### config.mk
export PLATFORM = sky130hd
export DESIGN_NAME = alu_issue_stage
export DESIGN_NICKNAME = d
export VERILOG_FILES = /design/src/rtl/alu_issue_pkg.sv /design/src/rtl/alu_issue_forward.sv /design/src/rtl/alu_issue_stage.sv
export SDC_FILE = /design/constraint.sdc
export NUM_CORES = 1
export LEC_CHECK = 0
export CAP_MARGIN = 20
export CORE_MARGIN = 1.5
export CORE_UTILIZATION = 35
export CTS_BUF_LIST = sky130_fd_sc_hd__clkbuf_4 sky130_fd_sc_hd__clkbuf_8
export CTS_CLUSTER_SIZE = 8
export DETAILED_ROUTE_END_ITERATION = 7
export DONT_BUFFER_PORTS = 1
export GPL_TIMING_DRIVEN = 1
export PLACE_DENSITY = 0.57
export SETUP_SLACK_MARGIN = 0.2
export SYNTH_ARGS = -nofsm -noshare
export SYNTH_HDL_FRONTEND = slang
export SYNTH_SLANG_ARGS = --single-unit
### constraint.sdc
create_clock -name clk -period 2.8 [get_ports clk]
set_clock_uncertainty 0.1 [all_clocks]
set_input_delay 0 -clock clk [delete_from_list [all_inputs] [get_ports clk]]
set_output_delay 0 -clock clk [all_outputs]
set_load 0.01 [all_outputs]
### src/rtl/alu_issue_pkg.sv
// Shared widths, opcode/ALU encodings and instruction field positions for the
// ID/EX issue stage.
package alu_issue_pkg;

   localparam int DATA_WIDTH     = 16;
   localparam int ALU_CON_WIDTH  = 3;
   localparam int REG_ADDR_WIDTH = 3;
   localparam int OPCODE_WIDTH   = 4;
   localparam int IMM_WIDTH      = 6;

   localparam logic [ALU_CON_WIDTH-1:0] ALU_ADD = 3'd0;
   localparam logic [ALU_CON_WIDTH-1:0] ALU_SUB = 3'd1;
   localparam logic [ALU_CON_WIDTH-1:0] ALU_AND = 3'd2;
   localparam logic [ALU_CON_WIDTH-1:0] ALU_OR  = 3'd3;
   localparam logic [ALU_CON_WIDTH-1:0] ALU_XOR = 3'd4;
   localparam logic [ALU_CON_WIDTH-1:0] ALU_SHL = 3'd5;
   localparam logic [ALU_CON_WIDTH-1:0] ALU_SHR = 3'd6;
   localparam logic [ALU_CON_WIDTH-1:0] ALU_SRA = 3'd7;

   localparam logic [OPCODE_WIDTH-1:0] OP_RTYPE = 4'd0;
   localparam logic [OPCODE_WIDTH-1:0] OP_ADDI  = 4'd1;
   localparam logic [OPCODE_WIDTH-1:0] OP_ANDI  = 4'd2;
   localparam logic [OPCODE_WIDTH-1:0] OP_ORI   = 4'd3;
   localparam logic [OPCODE_WIDTH-1:0] OP_LW    = 4'd4;
   localparam logic [OPCODE_WIDTH-1:0] OP_SW    = 4'd5;
   localparam logic [OPCODE_WIDTH-1:0] OP_BEQ   = 4'd6;

   localparam int OP_HI    = 15;
   localparam int OP_LO    = 12;
   localparam int RS_HI    = 11;
   localparam int RS_LO    = 9;
   localparam int RT_HI    = 8;
   localparam int RT_LO    = 6;
   localparam int RD_HI    = 5;
   localparam int RD_LO    = 3;
   localparam int FUNCT_HI = 2;
   localparam int FUNCT_LO = 0;
   localparam int IMM_HI   = 5;
   localparam int IMM_LO   = 0;

   typedef struct packed {
      logic                      valid;
      logic [ALU_CON_WIDTH-1:0]  aluCon;
      logic [DATA_WIDTH-1:0]     opA;
      logic [DATA_WIDTH-1:0]     opB;
      logic [DATA_WIDTH-1:0]     storeData;
      logic [REG_ADDR_WIDTH-1:0] destReg;
      logic                      regWrite;
      logic                      memRead;
      logic                      memWrite;
   } idex_t;

   typedef struct packed {
      logic [ALU_CON_WIDTH-1:0]  aluCon;
      logic                      bIsRt;
      logic [DATA_WIDTH-1:0]     imm;
      logic [REG_ADDR_WIDTH-1:0] dest;
      logic                      regWrite;
      logic                      memRead;
      logic                      memWrite;
      logic                      rsUsed;
      logic                      rtUsed;
   } decode_t;

   function automatic logic [DATA_WIDTH-1:0] sext_imm(input logic [IMM_WIDTH-1:0] imm);
      return {{(DATA_WIDTH-IMM_WIDTH){imm[IMM_WIDTH-1]}}, imm};
   endfunction

   function automatic logic [DATA_WIDTH-1:0] zext_imm(input logic [IMM_WIDTH-1:0] imm);
      return {{(DATA_WIDTH-IMM_WIDTH){1'b0}}, imm};
   endfunction

endpackage

### src/rtl/alu_issue_forward.sv
// Three-way operand source select: EX/MEM result, MEM/WB data, or register file.
// Register 0 is hard-wired to zero and never takes a forwarded value.
module alu_issue_forward
   import alu_issue_pkg::*;
(
   input  logic [REG_ADDR_WIDTH-1:0] addr_i,
   input  logic [DATA_WIDTH-1:0]     rfData_i,
   input  logic                      exMemRegWrite_i,
   input  logic [REG_ADDR_WIDTH-1:0] exMemRd_i,
   input  logic [DATA_WIDTH-1:0]     exMemResult_i,
   input  logic                      memWbRegWrite_i,
   input  logic [REG_ADDR_WIDTH-1:0] memWbRd_i,
   input  logic [DATA_WIDTH-1:0]     memWbData_i,
   output logic [DATA_WIDTH-1:0]     data_o
);

   always_comb begin
      if (addr_i == '0)
         data_o = '0;
      else if (exMemRegWrite_i && (exMemRd_i == addr_i))
         data_o = exMemResult_i;
      else if (memWbRegWrite_i && (memWbRd_i == addr_i))
         data_o = memWbData_i;
      else
         data_o = rfData_i;
   end

endmodule

### src/rtl/alu_issue_stage.sv
// ID/EX stage: decodes the instruction, forwards operands, detects load-use
// hazards and registers the ALU inputs and control for the following cycle.
module alu_issue_stage
   import alu_issue_pkg::*;
(
   input  logic                      clk,
   input  logic                      rstN,
   input  logic [15:0]               instr,
   input  logic                      instrValid,
   output logic [REG_ADDR_WIDTH-1:0] raddrA,
   output logic [REG_ADDR_WIDTH-1:0] raddrB,
   input  logic [DATA_WIDTH-1:0]     rdataA,
   input  logic [DATA_WIDTH-1:0]     rdataB,
   input  logic                      exMemRegWrite,
   input  logic [REG_ADDR_WIDTH-1:0] exMemRd,
   input  logic [DATA_WIDTH-1:0]     exMemResult,
   input  logic                      memWbRegWrite,
   input  logic [REG_ADDR_WIDTH-1:0] memWbRd,
   input  logic [DATA_WIDTH-1:0]     memWbData,
   input  logic                      holdIn,
   input  logic                      flush,
   output logic                      stallOut,
   output logic                      exValid,
   output logic [ALU_CON_WIDTH-1:0]  exAluCon,
   output logic [DATA_WIDTH-1:0]     exOperandA,
   output logic [DATA_WIDTH-1:0]     exOperandB,
   output logic [DATA_WIDTH-1:0]     exStoreData,
   output logic [REG_ADDR_WIDTH-1:0] exDestReg,
   output logic                      exRegWrite,
   output logic                      exMemRead,
   output logic                      exMemWrite
);

   logic [OPCODE_WIDTH-1:0]   op;
   logic [REG_ADDR_WIDTH-1:0] rs, rt, rd;
   logic [ALU_CON_WIDTH-1:0]  funct;
   logic [IMM_WIDTH-1:0]      imm6;
   logic [DATA_WIDTH-1:0]     fwdA, fwdB;
   decode_t                   dec;
   idex_t                     ex_q, ex_d;
   logic                      rsHit, rtHit;

   assign op    = instr[OP_HI:OP_LO];
   assign rs    = instr[RS_HI:RS_LO];
   assign rt    = instr[RT_HI:RT_LO];
   assign rd    = instr[RD_HI:RD_LO];
   assign funct = instr[FUNCT_HI:FUNCT_LO];
   assign imm6  = instr[IMM_HI:IMM_LO];

   assign raddrA = rs;
   assign raddrB = rt;

   alu_issue_forward u_fwd_rs (
      .addr_i          (rs),
      .rfData_i        (rdataA),
      .exMemRegWrite_i (exMemRegWrite),
      .exMemRd_i       (exMemRd),
      .exMemResult_i   (exMemResult),
      .memWbRegWrite_i (memWbRegWrite),
      .memWbRd_i       (memWbRd),
      .memWbData_i     (memWbData),
      .data_o          (fwdA)
   );

   alu_issue_forward u_fwd_rt (
      .addr_i          (rt),
      .rfData_i        (rdataB),
      .exMemRegWrite_i (exMemRegWrite),
      .exMemRd_i       (exMemRd),
      .exMemResult_i   (exMemResult),
      .memWbRegWrite_i (memWbRegWrite),
      .memWbRd_i       (memWbRd),
      .memWbData_i     (memWbData),
      .data_o          (fwdB)
   );

   always_comb begin
      dec        = '0;
      dec.aluCon = ALU_ADD;
      case (op)
         OP_RTYPE: begin
            dec.aluCon = funct; dec.bIsRt = 1'b1; dec.dest = rd;
            dec.regWrite = 1'b1; dec.rsUsed = 1'b1; dec.rtUsed = 1'b1;
         end
         OP_ADDI: begin
            dec.imm = sext_imm(imm6); dec.dest = rt;
            dec.regWrite = 1'b1; dec.rsUsed = 1'b1;
         end
         OP_ANDI: begin
            dec.aluCon = ALU_AND; dec.imm = zext_imm(imm6); dec.dest = rt;
            dec.regWrite = 1'b1; dec.rsUsed = 1'b1;
         end
         OP_ORI: begin
            dec.aluCon = ALU_OR; dec.imm = zext_imm(imm6); dec.dest = rt;
            dec.regWrite = 1'b1; dec.rsUsed = 1'b1;
         end
         OP_LW: begin
            dec.imm = sext_imm(imm6); dec.dest = rt;
            dec.regWrite = 1'b1; dec.memRead = 1'b1; dec.rsUsed = 1'b1;
         end
         OP_SW: begin
            dec.imm = sext_imm(imm6); dec.memWrite = 1'b1;
            dec.rsUsed = 1'b1; dec.rtUsed = 1'b1;
         end
         OP_BEQ: begin
            dec.aluCon = ALU_SUB; dec.bIsRt = 1'b1;
            dec.rsUsed = 1'b1; dec.rtUsed = 1'b1;
         end
         default: ;
      endcase
   end

   // Load in EX whose destination is read by the instruction now in ID.
   assign rsHit = dec.rsUsed && (rs == ex_q.destReg);
   assign rtHit = dec.rtUsed && (rt == ex_q.destReg);
   assign stallOut = ex_q.valid && ex_q.memRead && (ex_q.destReg != '0) &&
                     instrValid && (rsHit || rtHit) && !flush && !holdIn;

   always_comb begin
      ex_d = ex_q;
      if (holdIn) begin
         ex_d = ex_q;
      end else if (flush || stallOut) begin
         ex_d = '0;
      end else begin
         ex_d.valid     = instrValid;
         ex_d.aluCon    = dec.aluCon;
         ex_d.opA       = fwdA;
         ex_d.opB       = dec.bIsRt ? fwdB : dec.imm;
         ex_d.storeData = fwdB;
         ex_d.destReg   = dec.dest;
         ex_d.regWrite  = dec.regWrite && instrValid;
         ex_d.memRead   = dec.memRead  && instrValid;
         ex_d.memWrite  = dec.memWrite && instrValid;
      end
   end

   always_ff @(posedge clk or negedge rstN) begin
      if (!rstN) ex_q <= '0;
      else       ex_q <= ex_d;
   end

   assign exValid     = ex_q.valid;
   assign exAluCon    = ex_q.aluCon;
   assign exOperandA  = ex_q.opA;
   assign exOperandB  = ex_q.opB;
   assign exStoreData = ex_q.storeData;
   assign exDestReg   = ex_q.destReg;
   assign exRegWrite  = ex_q.regWrite;
   assign exMemRead   = ex_q.memRead;
   assign exMemWrite  = ex_q.memWrite;

endmodule

==> results.sh, run 1 <==
export IMPL_die_y_um=106
export IMPL_yosysSeqAreaShare_pct=39.3
export IMPL_synth_edf_count=0
export IMPL_ctsResizeCount=0
export IMPL_avgSynthCellArea_um2=10.2
export IMPL_synthArstFlopShare_pct=100
export IMPL_postSynthCellCount=362
export IMPL_start_util_pct=35.9
export IMPL_die_x_um=106
export IMPL_failing_step="clock tree synthesis"
export IMPL_synth_seq_cells=58
export IMPL_synth_nets=455
export IMPL_synth_flop_cell="dfrtp_1"
export IMPL_status="did not finish"
export IMPL_dpl_cell_count=465
export IMPL_tool_error="[ERROR RSZ-0060] Max buffer count reached."
export IMPL_yosys_area_top_type_share_pct=39.3
export IMPL_clock_path_buffers=2
export IMPL_syn_area_um2=3690
export IMPL_num_rows=37
export IMPL_cts_made_buffers=9
export IMPL_place_congestion=0.870
export IMPL_synth_largest_area_cell="dfrtp_1"
export IMPL_numPortBuffers=0
export IMPL_synth_area_leaders="dfrtp_1 39%, a22o_1 10%, mux2i_1 5.2%"
export IMPL_post_cts_buffers=0
export IMPL_htree_levels=3
export IMPL_pin_count=158
export IMPL_hold_buffers=101
export IMPL_synth_cell_types=45
export IMPL_hpwl_um=8830
export IMPL_clock_sinks=58
export IMPL_root_buffer="clkbuf_8"
export IMPL_yosysWarnings=0
[stage by stage]
stage          cell area [um^2]  worst slack, ns  utilization, %
2_1_floorplan              3690            0.847               -
3_3_place_gp               3630            0.540            35.3
3_5_place_dp               3630            0.473            35.3
[logic make-up after synthesis]
logic type	synth area share, %
flip-flops	39.3
buffers and inverters	8.11
XOR/XNOR	5.02
AO/OA/AOI/OAI	30.0
AND/OR/NAND/NOR	12.3
multiplexers	5.16
[cell usage after synthesis (2+ instances only)]
library cell    n
buf_2           4
buf_4          10
o22ai_1         4
a21oi_2         2
dlygate4sd3_1   3
a32o_1         13
o31ai_1         6
nor4_1          2
o21ai_1        10
a22o_1         43
buf_6           9
nand2_1        16
or2_2           2
a221oi_1        6
clkbuf_1       12
a221oi_2       10
o21ai_0        18
nor2_1         38
nand4_1         2
and3_1         16
inv_1           2
a211oi_1       16
xnor2_1         9
a21oi_1         2
dfrtp_1        58
mux2i_1        19
xor2_1          9
nor3_1          4
==> inputs of run 2 (changes only) <==
--- a/config.mk
+++ b/config.mk
@@ -7,14 +7,11 @@
 export LEC_CHECK = 0
 export CAP_MARGIN = 20
 export CORE_MARGIN = 1.5
-export CORE_UTILIZATION = 35
-export CTS_BUF_LIST = sky130_fd_sc_hd__clkbuf_4 sky130_fd_sc_hd__clkbuf_8
-export CTS_CLUSTER_SIZE = 8
+export CORE_UTILIZATION = 20
 export DETAILED_ROUTE_END_ITERATION = 7
 export DONT_BUFFER_PORTS = 1
 export GPL_TIMING_DRIVEN = 1
-export PLACE_DENSITY = 0.57
-export SETUP_SLACK_MARGIN = 0.2
+export PLACE_DENSITY_LB_ADDON = 0.15
 export SYNTH_ARGS = -nofsm -noshare
 export SYNTH_HDL_FRONTEND = slang
 export SYNTH_SLANG_ARGS = --single-unit
==> run 2 against run 1 <==
  * The run now ends clean
  * Synthesized cell count did not move
  * Synthesized area did not move
==> results.sh, run 2 <==
export IMPL_path_clk_slew_ns=0.06
export IMPL_synthArstFlopShare_pct=100
export IMPL_clock_sinks=58
export IMPL_avgViaCountPerCell=4.96
export IMPL_synth_area_leaders="dfrtp_1 39%, a22o_1 10%, mux2i_1 5.2%"
export IMPL_place_congestion=0.849
export IMPL_period_share_pct=93.4
export IMPL_synth_top_family_by_area="compound AO/OA/AOI/OAI gates"
export IMPL_path_max_fanout=5
export IMPL_syn_area_um2=3690
export IMPL_root_buffer="clkbuf_16"
export IMPL_synth_edf_count=0
export IMPL_yosysSeqAreaShare_pct=39.3
export IMPL_synthAdderAreaFrac_pct=0
export IMPL_mostFrequentLayoutCells="81 x dlygate4sd3_1, 58 x dfrtp_1, 43 x a22o_1"
export IMPL_synthTopCellsByCount="58 x dfrtp_1, 43 x a22o_1, 38 x nor2_1, 19 x mux2i_1, 18 x o21ai_0"
export IMPL_antennaDiodeCount=0
export IMPL_setup_viol=0
export IMPL_slew_violations=0
export IMPL_crit_required_ns=2.92
export IMPL_max_freq_mhz=382
export IMPL_final_antenna_net_count=0
export IMPL_die_y_um=139
export IMPL_grt_pass1_wl_um=22900
export IMPL_finalCriticalPeriod_ns=2.62
export IMPL_n_fill_cell=1940
export IMPL_endpoint_kind="flop"
export IMPL_relSlewSlack_pct=35.1
export IMPL_die_x_um=139
export IMPL_final_common_cell="dlygate4sd3_1"
export IMPL_grt_use_total_pct=15.9
export IMPL_clock_path_buffers=2
export IMPL_grt_setup_unrepaired="false"
export IMPL_post_drt_wl_per_cell_um=23.1
export IMPL_antenna_found_initial=0
export IMPL_numPortBuffers=0
export IMPL_place_area_um2=3760
export IMPL_coreArea_um2=18000
export IMPL_synth_mux_area_fraction_pct=5.16
export IMPL_drtPass1Iterations=4
export IMPL_vdd_ir_drop_max_mv=0.279
export IMPL_maxCapViolCount=0
export IMPL_fin_nets=519
export IMPL_cp_arrival_ns=2.74
export IMPL_cts_made_buffers=9
export IMPL_synth_compound_area_share_pct=30.0
export IMPL_vias=3274
export IMPL_avgSynthCellArea_um2=10.2
export IMPL_start_util_pct=20.5
export IMPL_cts_tree="yes"
export IMPL_hpwl_um=10900
export IMPL_routed_wl_um=15200
export IMPL_synth_largest_area_cell="dfrtp_1"
export IMPL_yosysWarnings=0
export IMPL_postSynthCellCount=362
export IMPL_hp_class="in2reg"
export IMPL_synth_seq_cells=58
export IMPL_grt_max_degree=61
export IMPL_yosys_area_top_type_share_pct=39.3
export IMPL_yosys_area_share_simple_pct=12.3
export IMPL_dieArea_um2=19300
export IMPL_fin_util_pct=27.5
export IMPL_cp_start_kind="flop"
export IMPL_drive_gt1_share_pct=11.6
export IMPL_synth_most_common_cell="dfrtp_1"
export IMPL_powerDensity_nw_per_um2=526
export IMPL_overflow=0
export IMPL_pin_count=158
export IMPL_initialDrtViolationCount=147
export IMPL_num_rows=49
export IMPL_p_leak_uw=0.00213
export IMPL_drc=0
export IMPL_finalSetupTns_ns=0
export IMPL_max_slew_worst_pin_slew_ns=0.973
export IMPL_synth_xor_area_share_pct=5.02
export IMPL_finalHoldViolations=0
export IMPL_insertion_delay_ns=0.34
export IMPL_area_growth_synth_to_final_pct=34.3
export IMPL_htree_levels=3
export IMPL_grt_pass1_vias=3415
export IMPL_status="finished, final reports clean"
export IMPL_synth_nets=455
export IMPL_synth_cell_types=45
export IMPL_final_cell_area_um2=4950
export IMPL_path_class="reg2reg"
export IMPL_synth_flop_cell="dfrtp_1"
## run 2: cell counts after synthesis
Identical to the previous run, type by type.
## run 2: metrics by stage
stage	hold WS, ns	setup slack [ns]	cells	power [uW]
2_1_floorplan	-0.396	0.847	362	1290
3_3_place_gp	-0.394	0.424	560	1340
3_5_place_dp	-0.394	0.384	560	1340
4_1_cts	0.00171	0.0274	659	2630
5_1_grt	0.0168	0.0547	660	2740
6_report	0.00285	0.184	660	2610
## run 2: cell type report
type                       instances  area, um^2  share of cell area [%]
clock buffer                       9         225                    4.55
clock inverter                     7        70.1                    1.41
inverter                           2        7.51                   0.152
multi-input combinational        263        1960                    39.6
sequential                        58        1450                    29.3
tap                              229         287                    5.78
timing repair buffer              92         953                    19.2
## run 2: path summary, 6_finish.rpt
kind / from / slack, ns / cells after the start / to
max in group asynchronous: rstN / 2.23 / 2 / exStoreData[0]$_DFFE_PN0N_
max: exDestReg[2]$_DFFE_PN0N_ / 0.18 / 7 / exValid$_DFFE_PN0N_
min: rdataA[8] / 0.003 / 3 / exOperandA[8]$_DFFE_PN0N_
max reg2reg: exDestReg[2]$_DFFE_PN0N_ / 0.18 / 7 / exValid$_DFFE_PN0N_
min in group asynchronous: rstN / 0.09 / 2 / exStoreData[13]$_DFFE_PN0N_
min reg2reg: exAluCon[1]$_DFFE_PN0N_ / 0.47 / 1 / exAluCon[1]$_DFFE_PN0N_
## run 2: critical path, stage by stage, from the launching register on
cell           delay (ns)
dfrtp_1              0.48
xor2_1               0.20
nor4_1               0.32
a22o_2               0.27
nor4b_2              0.31
buf_4                0.20
o21ai_0              0.07
dlygate4sd3_1        0.56
## run 2: logic make-up after synthesis
logic type,Yosys count
AO/OA/AOI/OAI,134
AND/OR/NAND/NOR,91
flip-flops,58
buffers and inverters,41
XOR/XNOR,19
multiplexers,19
## run 2: power breakdown
part,leakage (uW),switching [uW],internal [uW]
clock,0.000133,429,684
combinational,0.00123,242,256
sequential,0.000774,90.8,903
## run 2: repair_timing
item | in CTS | in global routing
buffers inserted | 0 | 0
setup endpoints to repair | 0 | 1
hold endpoints to repair | 122 | 0
hold buffers | 83 | 0
resized for setup | 0 | 1
## run 2: per-layer routing
layer  up-vias  routed length, um  part of all wire (%)  global-route usage (%)
met4         0                364                   2.4                    5.76
met1      1616               6590                    43                    20.1
met3        24               1230                   8.1                    5.97
li1       1520                  -                     -                       -
met5         -                  0                     0                       0
met2       114               7030                    46                    24.5
(Power assumes the default switching activity.)
==> inputs of run 3 (changes only) <==
--- a/config.mk
+++ b/config.mk
@@ -7,7 +7,7 @@
 export LEC_CHECK = 0
 export CAP_MARGIN = 20
 export CORE_MARGIN = 1.5
-export CORE_UTILIZATION = 20
+export CORE_UTILIZATION = 68
 export DETAILED_ROUTE_END_ITERATION = 7
 export DONT_BUFFER_PORTS = 1
 export GPL_TIMING_DRIVEN = 1
==> constraint.sdc (replaced) <==
create_clock -name clk -period 3.31 [get_ports clk]
set_clock_uncertainty 0.1 [all_clocks]
set_input_delay 0 -clock clk [delete_from_list [all_inputs] [get_ports clk]]
set_output_delay 0 -clock clk [all_outputs]
set_load 0.01 [all_outputs]
==> run 3 against run 2 <==
  * The flow now finishes with violations (hold timing)
  * Final area shrank 8.4%
  * Global-route usage grew 29 points
  * Critical path depth is the same
  * Count of clock-buffer cells in the layout grew 2
  * Clock power shrank 33%
  * Hold slack lost 0.0030 ns
  * Sequential share of layout area grew 2.7 points
  * Final cell count shrank 26%
  * Largest power group is now sequential cells
==> results.sh, run 3 (synthesis results as in run 2) <==
export IMPL_pin_count=158
export IMPL_ctsResizeCount=0
export IMPL_final_antenna_net_count=0
export IMPL_maxCapViolCount=0
export IMPL_max_slew_worst_pin_slew_ns=1.11
export IMPL_grt_max_degree=61
export IMPL_n_fill_cell=229
export IMPL_finalSetupTns_ns=0
export IMPL_overflow=0
export IMPL_numPortBuffers=0
export IMPL_path_class="in2reg"
export IMPL_vdd_ir_drop_max_mv=0.337
export IMPL_multi_input_area_um2=1940
export IMPL_hp_start="instr[14]"
export IMPL_critPathLaunch="instr[14]"
export IMPL_start_util_pct=71.3
export IMPL_endpoint_kind="flop"
export IMPL_timing_rr_start="exDestReg[2]$_DFFE_PN0N_"
export IMPL_drive_gt1_share_pct=10.0
export IMPL_grt_setup_unrepaired="false"
export IMPL_die_x_um=76.7
export IMPL_path_clk_slew_ns=0.08
export IMPL_hpwl_um=7640
export IMPL_worst_slack_ns=0.374
export IMPL_final_common_cell="dlygate4sd3_1"
export IMPL_p_leak_uw=0.00206
export IMPL_mostFrequentLayoutCells="75 x dlygate4sd3_1, 58 x dfrtp_1, 43 x a22o_1"
export IMPL_hold_depth=3
export IMPL_finalHoldViolations=1
export IMPL_reg2regPathDepth=6
export IMPL_path_max_fanout=13
export IMPL_pre_cts_ws_ns=1.11
export IMPL_relSlewSlack_pct=25.8
export IMPL_num_rows=26
export IMPL_hold_ws_ns=-0.000112
export IMPL_antenna_found_initial=0
export IMPL_drtPass1Iterations=5
export IMPL_routed_wl_um=13100
export IMPL_fin_util_pct=87.8
export IMPL_place_congestion=0.903
export IMPL_root_buffer="clkbuf_8"
export IMPL_die_y_um=76.7
export IMPL_post_drt_wl_per_cell_um=26.7
export IMPL_post_cts_buffers=0
export IMPL_clock_path_buffers=2
export IMPL_dieArea_um2=5880
export IMPL_area_growth_synth_to_final_pct=23.1
export IMPL_cts_made_buffers=9
export IMPL_avgViaCountPerCell=7.64
export IMPL_cp_start_kind="input pin"
export IMPL_finalCriticalPeriod_ns=2.94
export IMPL_drc=0
export IMPL_fin_nets=508
export IMPL_hp_class="in2reg"
export IMPL_vias=3750
export IMPL_powerDensity_nw_per_um2=442
export IMPL_initialDrtViolationCount=586
export IMPL_grt_use_total_pct=44.8
export IMPL_coreArea_um2=5170
export IMPL_slew_violations=0
export IMPL_setup_viol=0
export IMPL_status="complete, but fails checks"
export IMPL_grt_pass1_wl_um=19900
export IMPL_crit_required_ns=3.44
export IMPL_max_freq_mhz=341
export IMPL_grt_pass1_vias=3631
export IMPL_seqCellArea_um2=1450
export IMPL_cts_tree="yes"
export IMPL_insertion_delay_ns=0.34
export IMPL_period_share_pct=88.7
export IMPL_cp_arrival_ns=3.07
export IMPL_violations="hold timing"
export IMPL_clock_sinks=58
export IMPL_htree_levels=3
## run 3: per-layer routing
| layer | GRT usage (%) | share of wire, % | up-vias |
|---|---|---|---|
| met3 | 12.1 | 13 | 85 |
| met4 | 23.3 | 5.2 | 0 |
| met2 | 70.8 | 46 | 393 |
| li1 | - | - | 1492 |
| met1 | 56.3 | 35 | 1780 |
| met5 | 0 | 0 | - |
## run 3: path summary, 6_finish.rpt
kind,to,slack [ns]
min reg2reg,exOperandB[9]$_DFFE_PN0N_,0.48
max,exAluCon[0]$_DFFE_PN0N_,0.37
max in group asynchronous,exOperandA[5]$_DFFE_PN0N_,2.77
min in group asynchronous,exOperandB[2]$_DFFE_PN0N_,0.09
max reg2reg,exValid$_DFFE_PN0N_,0.47
min,exDestReg[0]$_DFFE_PN0N_,-0.0001
## run 3: repair_timing
item / CTS / global route
endpoints found under the hold margin: 122 / 0
hold buffers: 77 / 0
setup endpoints to repair: 0 / 0
## run 3: worst max-delay path: stages
cell and delay [ns]:
dlygate4sd3_1 0.87, nand3b_1 0.18, dlygate4sd3_1 0.55, o21ai_0 0.09
dlygate4sd3_1 0.57, a32o_1 0.25, dlygate4sd3_1 0.56
## run 3: per-stage QoR
stage | instance area, um^2 | instances | power (uW)
finish | 4540 | 491 | 2010
global route | 4540 | 490 | 2060
CTS | 4540 | 490 | 1960
detailed placement | 3520 | 397 | 1110
global placement | 3520 | 397 | 1100
floorplan | 3690 | 362 | 1090
## run 3: power by group
part           leakage, uW  switching, uW  internal, uW
clock network     0.000109            306           442
logic              0.00118            215           205
registers         0.000774           75.5           763
## run 3: area by class of cell
type                            instances  share of cell area (%)
Antenna cell                            1                  0.0551
Clock buffer                           11                    3.11
Clock inverter                          5                    1.71
Inverter                                2                   0.165
Multi-Input combinational cell        263                    42.8
Sequential cell                        58                    32.0
Tap cell                               70                    1.93
Timing Repair Buffer                   81                    18.2
==> inputs of run 4 (changes only) <==
--- a/config.mk
+++ b/config.mk
@@ -5,13 +5,15 @@
 export SDC_FILE = /design/constraint.sdc
 export NUM_CORES = 1
 export LEC_CHECK = 0
+export ABC_AREA = 1
 export CAP_MARGIN = 20
 export CORE_MARGIN = 1.5
-export CORE_UTILIZATION = 68
+export CORE_UTILIZATION = 58
 export DETAILED_ROUTE_END_ITERATION = 7
 export DONT_BUFFER_PORTS = 1
 export GPL_TIMING_DRIVEN = 1
 export PLACE_DENSITY_LB_ADDON = 0.15
+export REMOVE_ABC_BUFFERS = 1
 export SYNTH_ARGS = -nofsm -noshare
 export SYNTH_HDL_FRONTEND = slang
 export SYNTH_SLANG_ARGS = --single-unit
==> constraint.sdc (replaced) <==
create_clock -name clk -period 2.6 [get_ports clk]
set_clock_uncertainty 0.1 [all_clocks]
set_input_delay 0 -clock clk [delete_from_list [all_inputs] [get_ports clk]]
set_output_delay 0 -clock clk [all_outputs]
set_load 0.01 [all_outputs]
==> run 4 against run 3 <==
  * The flow still finishes with violations (hold timing)
  * Core utilization shrank 4.5 points
  * Final cell count grew 54%
  * Clock power grew 30%
  * Power grew 34%
  * Worst setup slack lost 0.30 ns
  * Global-route usage shrank 3.2 points
  * Critical endpoint is now exOperandB[13]$_DFFE_PN0N_
  * Largest cell class unchanged
  * Largest power group unchanged
  * Highest routed layer unchanged
==> results.sh, run 4 <==
export IMPL_numPortBuffers=0
export IMPL_crit_family="simple AND/OR/NAND/NOR gates"
export IMPL_root_buffer="clkbuf_8"
export IMPL_hold_path_end="exStoreData[0]$_DFFE_PN0N_"
export IMPL_n_fill_cell=400
export IMPL_max_slew_worst_pin_slew_ns=0.986
export IMPL_crit_path_cell_trace="inv_2, nand2_1, nand2_1, nor2_4, nand2_2, nand2_1, nand3_1, dlygate4sd3_1, nand3_2, dlygate4sd3_1, nand2_1, nand3_1, nand2_1"
export IMPL_crit_top_cell="nand2_1"
export IMPL_r2r_end="exOperandA[11]$_DFFE_PN0N_"
export IMPL_p_sw_share_pct=32.1
export IMPL_multi_input_area_um2=2000
export IMPL_hold_depth=5
export IMPL_drtPass1Iterations=6
export IMPL_drive_gt1_share_pct=8.55
export IMPL_grt_pass1_vias=4775
export IMPL_crit_required_ns=2.74
export IMPL_path_clk_slew_ns=0.07
export IMPL_antenna_found_initial=0
export IMPL_path_max_fanout=17
export IMPL_die_x_um=84.5
export IMPL_synth_xor_area_share_pct=1.59
export IMPL_path_class="in2reg"
export IMPL_final_common_cell="nand2_1"
export IMPL_crit_buf_inv=3
export IMPL_synth_flop_cell="dfrtp_1"
export IMPL_yosys_area_share_simple_pct=41.3
export IMPL_powerDensity_nw_per_um2=503
export IMPL_setup_viol=0
export IMPL_combPwrFrac_pct=23.9
export IMPL_yosys_area_top_type_share_pct=37.7
export IMPL_area_growth_synth_to_final_pct=38.1
export IMPL_vias=4705
export IMPL_synth_area_leaders="dfrtp_1 38%, nand2_1 18%, nand3_1 14%"
export IMPL_cts_made_buffers=9
export IMPL_seqCellArea_um2=1450
export IMPL_clock_path_buffers=2
export IMPL_hp_class="in2reg"
export IMPL_yosysWarnings=0
export IMPL_grt_max_degree=61
export IMPL_synthTopCellsByCount="187 x nand2_1, 110 x nand3_1, 58 x dfrtp_1, 53 x inv_1, 33 x o21ai_0"
export IMPL_cp_start_kind="input pin"
export IMPL_hold_ws_ns=-0.00649
export IMPL_initialDrtViolationCount=691
export IMPL_place_congestion=0.850
export IMPL_coreArea_um2=6390
export IMPL_start_util_pct=60.3
export IMPL_finalCriticalPeriod_ns=2.52
export IMPL_max_freq_mhz=396
export IMPL_pin_count=158
export IMPL_endpoint_kind="flop"
export IMPL_slew_violations=0
export IMPL_drc=0
export IMPL_antennaDiodeCount=0
export IMPL_num_rows=29
export IMPL_finalSetupTns_ns=0
export IMPL_synth_seq_cells=58
export IMPL_violations="hold timing"
export IMPL_post_drt_wl_per_cell_um=19.6
export IMPL_synth_edf_count=0
export IMPL_grt_pass1_wl_um=23200
export IMPL_r2r_slack_ns=0.17
export IMPL_die_y_um=84.5
export IMPL_period_share_pct=97.1
export IMPL_grt_setup_unrepaired="false"
export IMPL_status="complete, but fails checks"
export IMPL_p_sw_uw=861
export IMPL_vdd_ir_drop_max_mv=0.520
export IMPL_finalHoldViolations=1
export IMPL_grt_use_total_pct=41.6
export IMPL_p_int_uw=1820
export IMPL_final_antenna_net_count=0
export IMPL_maxCapViolCount=0
export IMPL_timing_rr_start="exDestReg[0]$_DFFE_PN0N_"
export IMPL_relSlewSlack_pct=34.1
export IMPL_insertion_delay_ns=0.35
export IMPL_synth_top_family_by_area="simple AND/OR/NAND/NOR gates"
export IMPL_overflow=0
export IMPL_reg2regPathDepth=9
export IMPL_synth_most_common_cell="nand2_1"
export IMPL_syn_area_um2=3850
export IMPL_critical_path_max_stage_delay_ns=0.61
export IMPL_synthAdderAreaFrac_pct=0
export IMPL_seq_power_share_pct=39.9
export IMPL_dieArea_um2=7140
export IMPL_mostFrequentLayoutCells="187 x nand2_1, 119 x dlygate4sd3_1, 110 x nand3_1"
export IMPL_synth_largest_area_cell="dfrtp_1"
export IMPL_cts_tree="yes"
export IMPL_yosysSeqAreaShare_pct=37.7
export IMPL_synth_compound_area_share_pct=9.03
export IMPL_cp_arrival_ns=2.66
export IMPL_htree_levels=3
export IMPL_pwr_share_clk_pct=36.3
export IMPL_p_leak_uw=0.00270
export IMPL_postSynthCellCount=565
export IMPL_hp_start="exMemResult[0]"
export IMPL_hpwl_um=7490
export IMPL_avgViaCountPerCell=6.23
export IMPL_clock_sinks=58
export IMPL_avgSynthCellArea_um2=6.82
export IMPL_fin_nets=766
export IMPL_synth_cell_types=33
export IMPL_routed_wl_um=14800
export IMPL_crit_slowest_cell="dlygate4sd3_1"
export IMPL_synthArstFlopShare_pct=100
export IMPL_synth_mux_area_fraction_pct=0
## run 4: cell families (layout without fill, tap and decap cells)
family | after synthesis | count (layout)
DFF | 58 | 58
and+or+nand+nor | 348 | 348
xor gates and xnor gates | 7 | 7
AOI/OAI and AO/OA | 62 | 62
buffers and inverters | 90 | 203
## run 4: layer usage
| layer | part of all wire [%] | global-route usage [%] |
|---|---|---|
| met4 | 7.6 | 28.3 |
| met3 | 11 | 12.7 |
| met5 | 0 | 0 |
| met1 | 34 | 44.4 |
| met2 | 47 | 70.3 |
## run 4: stage by stage
stage                     utilization (%)  instances  setup WS, ns  area, um^2  total power [uW]
after CTS                            82.4        750         0.267        5260              2610
after global placement               59.5        614         0.719        3800              1410
final                                83.3        755        0.0761        5320              2680
after detailed placement             59.5        614         0.633        3800              1420
after global routing                 83.3        755       0.00320        5320              2770
after floorplan                         -        532         0.698        3670              1320
## run 4: cell type report
class	instances	share of cell area, %
inverters	57	4.02
flip-flops and latches	58	27.3
multi-input cells	417	37.6
repair buffers	130	25.0
clock buffers	9	2.33
well taps	77	1.81
clock inverters	7	1.93
## run 4: worst reg2reg max path, cell delays in order, from the launching register on
cell           delay (ns)
dfrtp_1              0.50
nor2_1               0.10
nand2_1              0.07
nand3_1              0.08
nor3_1               0.33
a21oi_2              0.12
buf_6                0.21
nand3_1              0.13
dlygate4sd3_1        0.58
nand2_1              0.09
## run 4: power groups by stage
stage | Combinational, uW | Sequential [uW] | Clock [uW]
after detailed placement | 338 | 1080 | 0
after CTS | 577 | 1060 | 967
after global routing | 688 | 1080 | 1010
after global placement | 327 | 1080 | 0
after floorplan | 263 | 1060 | 0
final | 639 | 1070 | 971
## run 4: worst max path at each step
| stage | depth (start not counted) | from | slack (ns) | end |
|---|---|---|---|---|
| 2_1_floorplan | 8 | exDestReg[1]$_DFFE_PN0N_ | 0.70 | exAluCon[0]$_DFFE_PN0N_ |
| 3_3_place_gp | 10 | exDestReg[1]$_DFFE_PN0N_ | 0.72 | exAluCon[2]$_DFFE_PN0N_ |
| 3_5_place_dp | 10 | exDestReg[1]$_DFFE_PN0N_ | 0.63 | exStoreData[3]$_DFFE_PN0N_ |
| 4_1_cts | 12 | exDestReg[1]$_DFFE_PN0N_ | 0.27 | exOperandA[11]$_DFFE_PN0N_ |
| 5_1_grt | 9 | instr[10] | 0.003 | exOperandA[8]$_DFFE_PN0N_ |
| 6_report | 13 | instr[6] | 0.08 | exOperandB[13]$_DFFE_PN0N_ |
## run 4: timing repair
action                                 4_1_cts  5_1_grt
resized for setup                            0        2
setup endpoints to repair                    0       17
endpoints found under the hold margin      122       11
buffers inserted                             0        4
hold buffers                               120        1
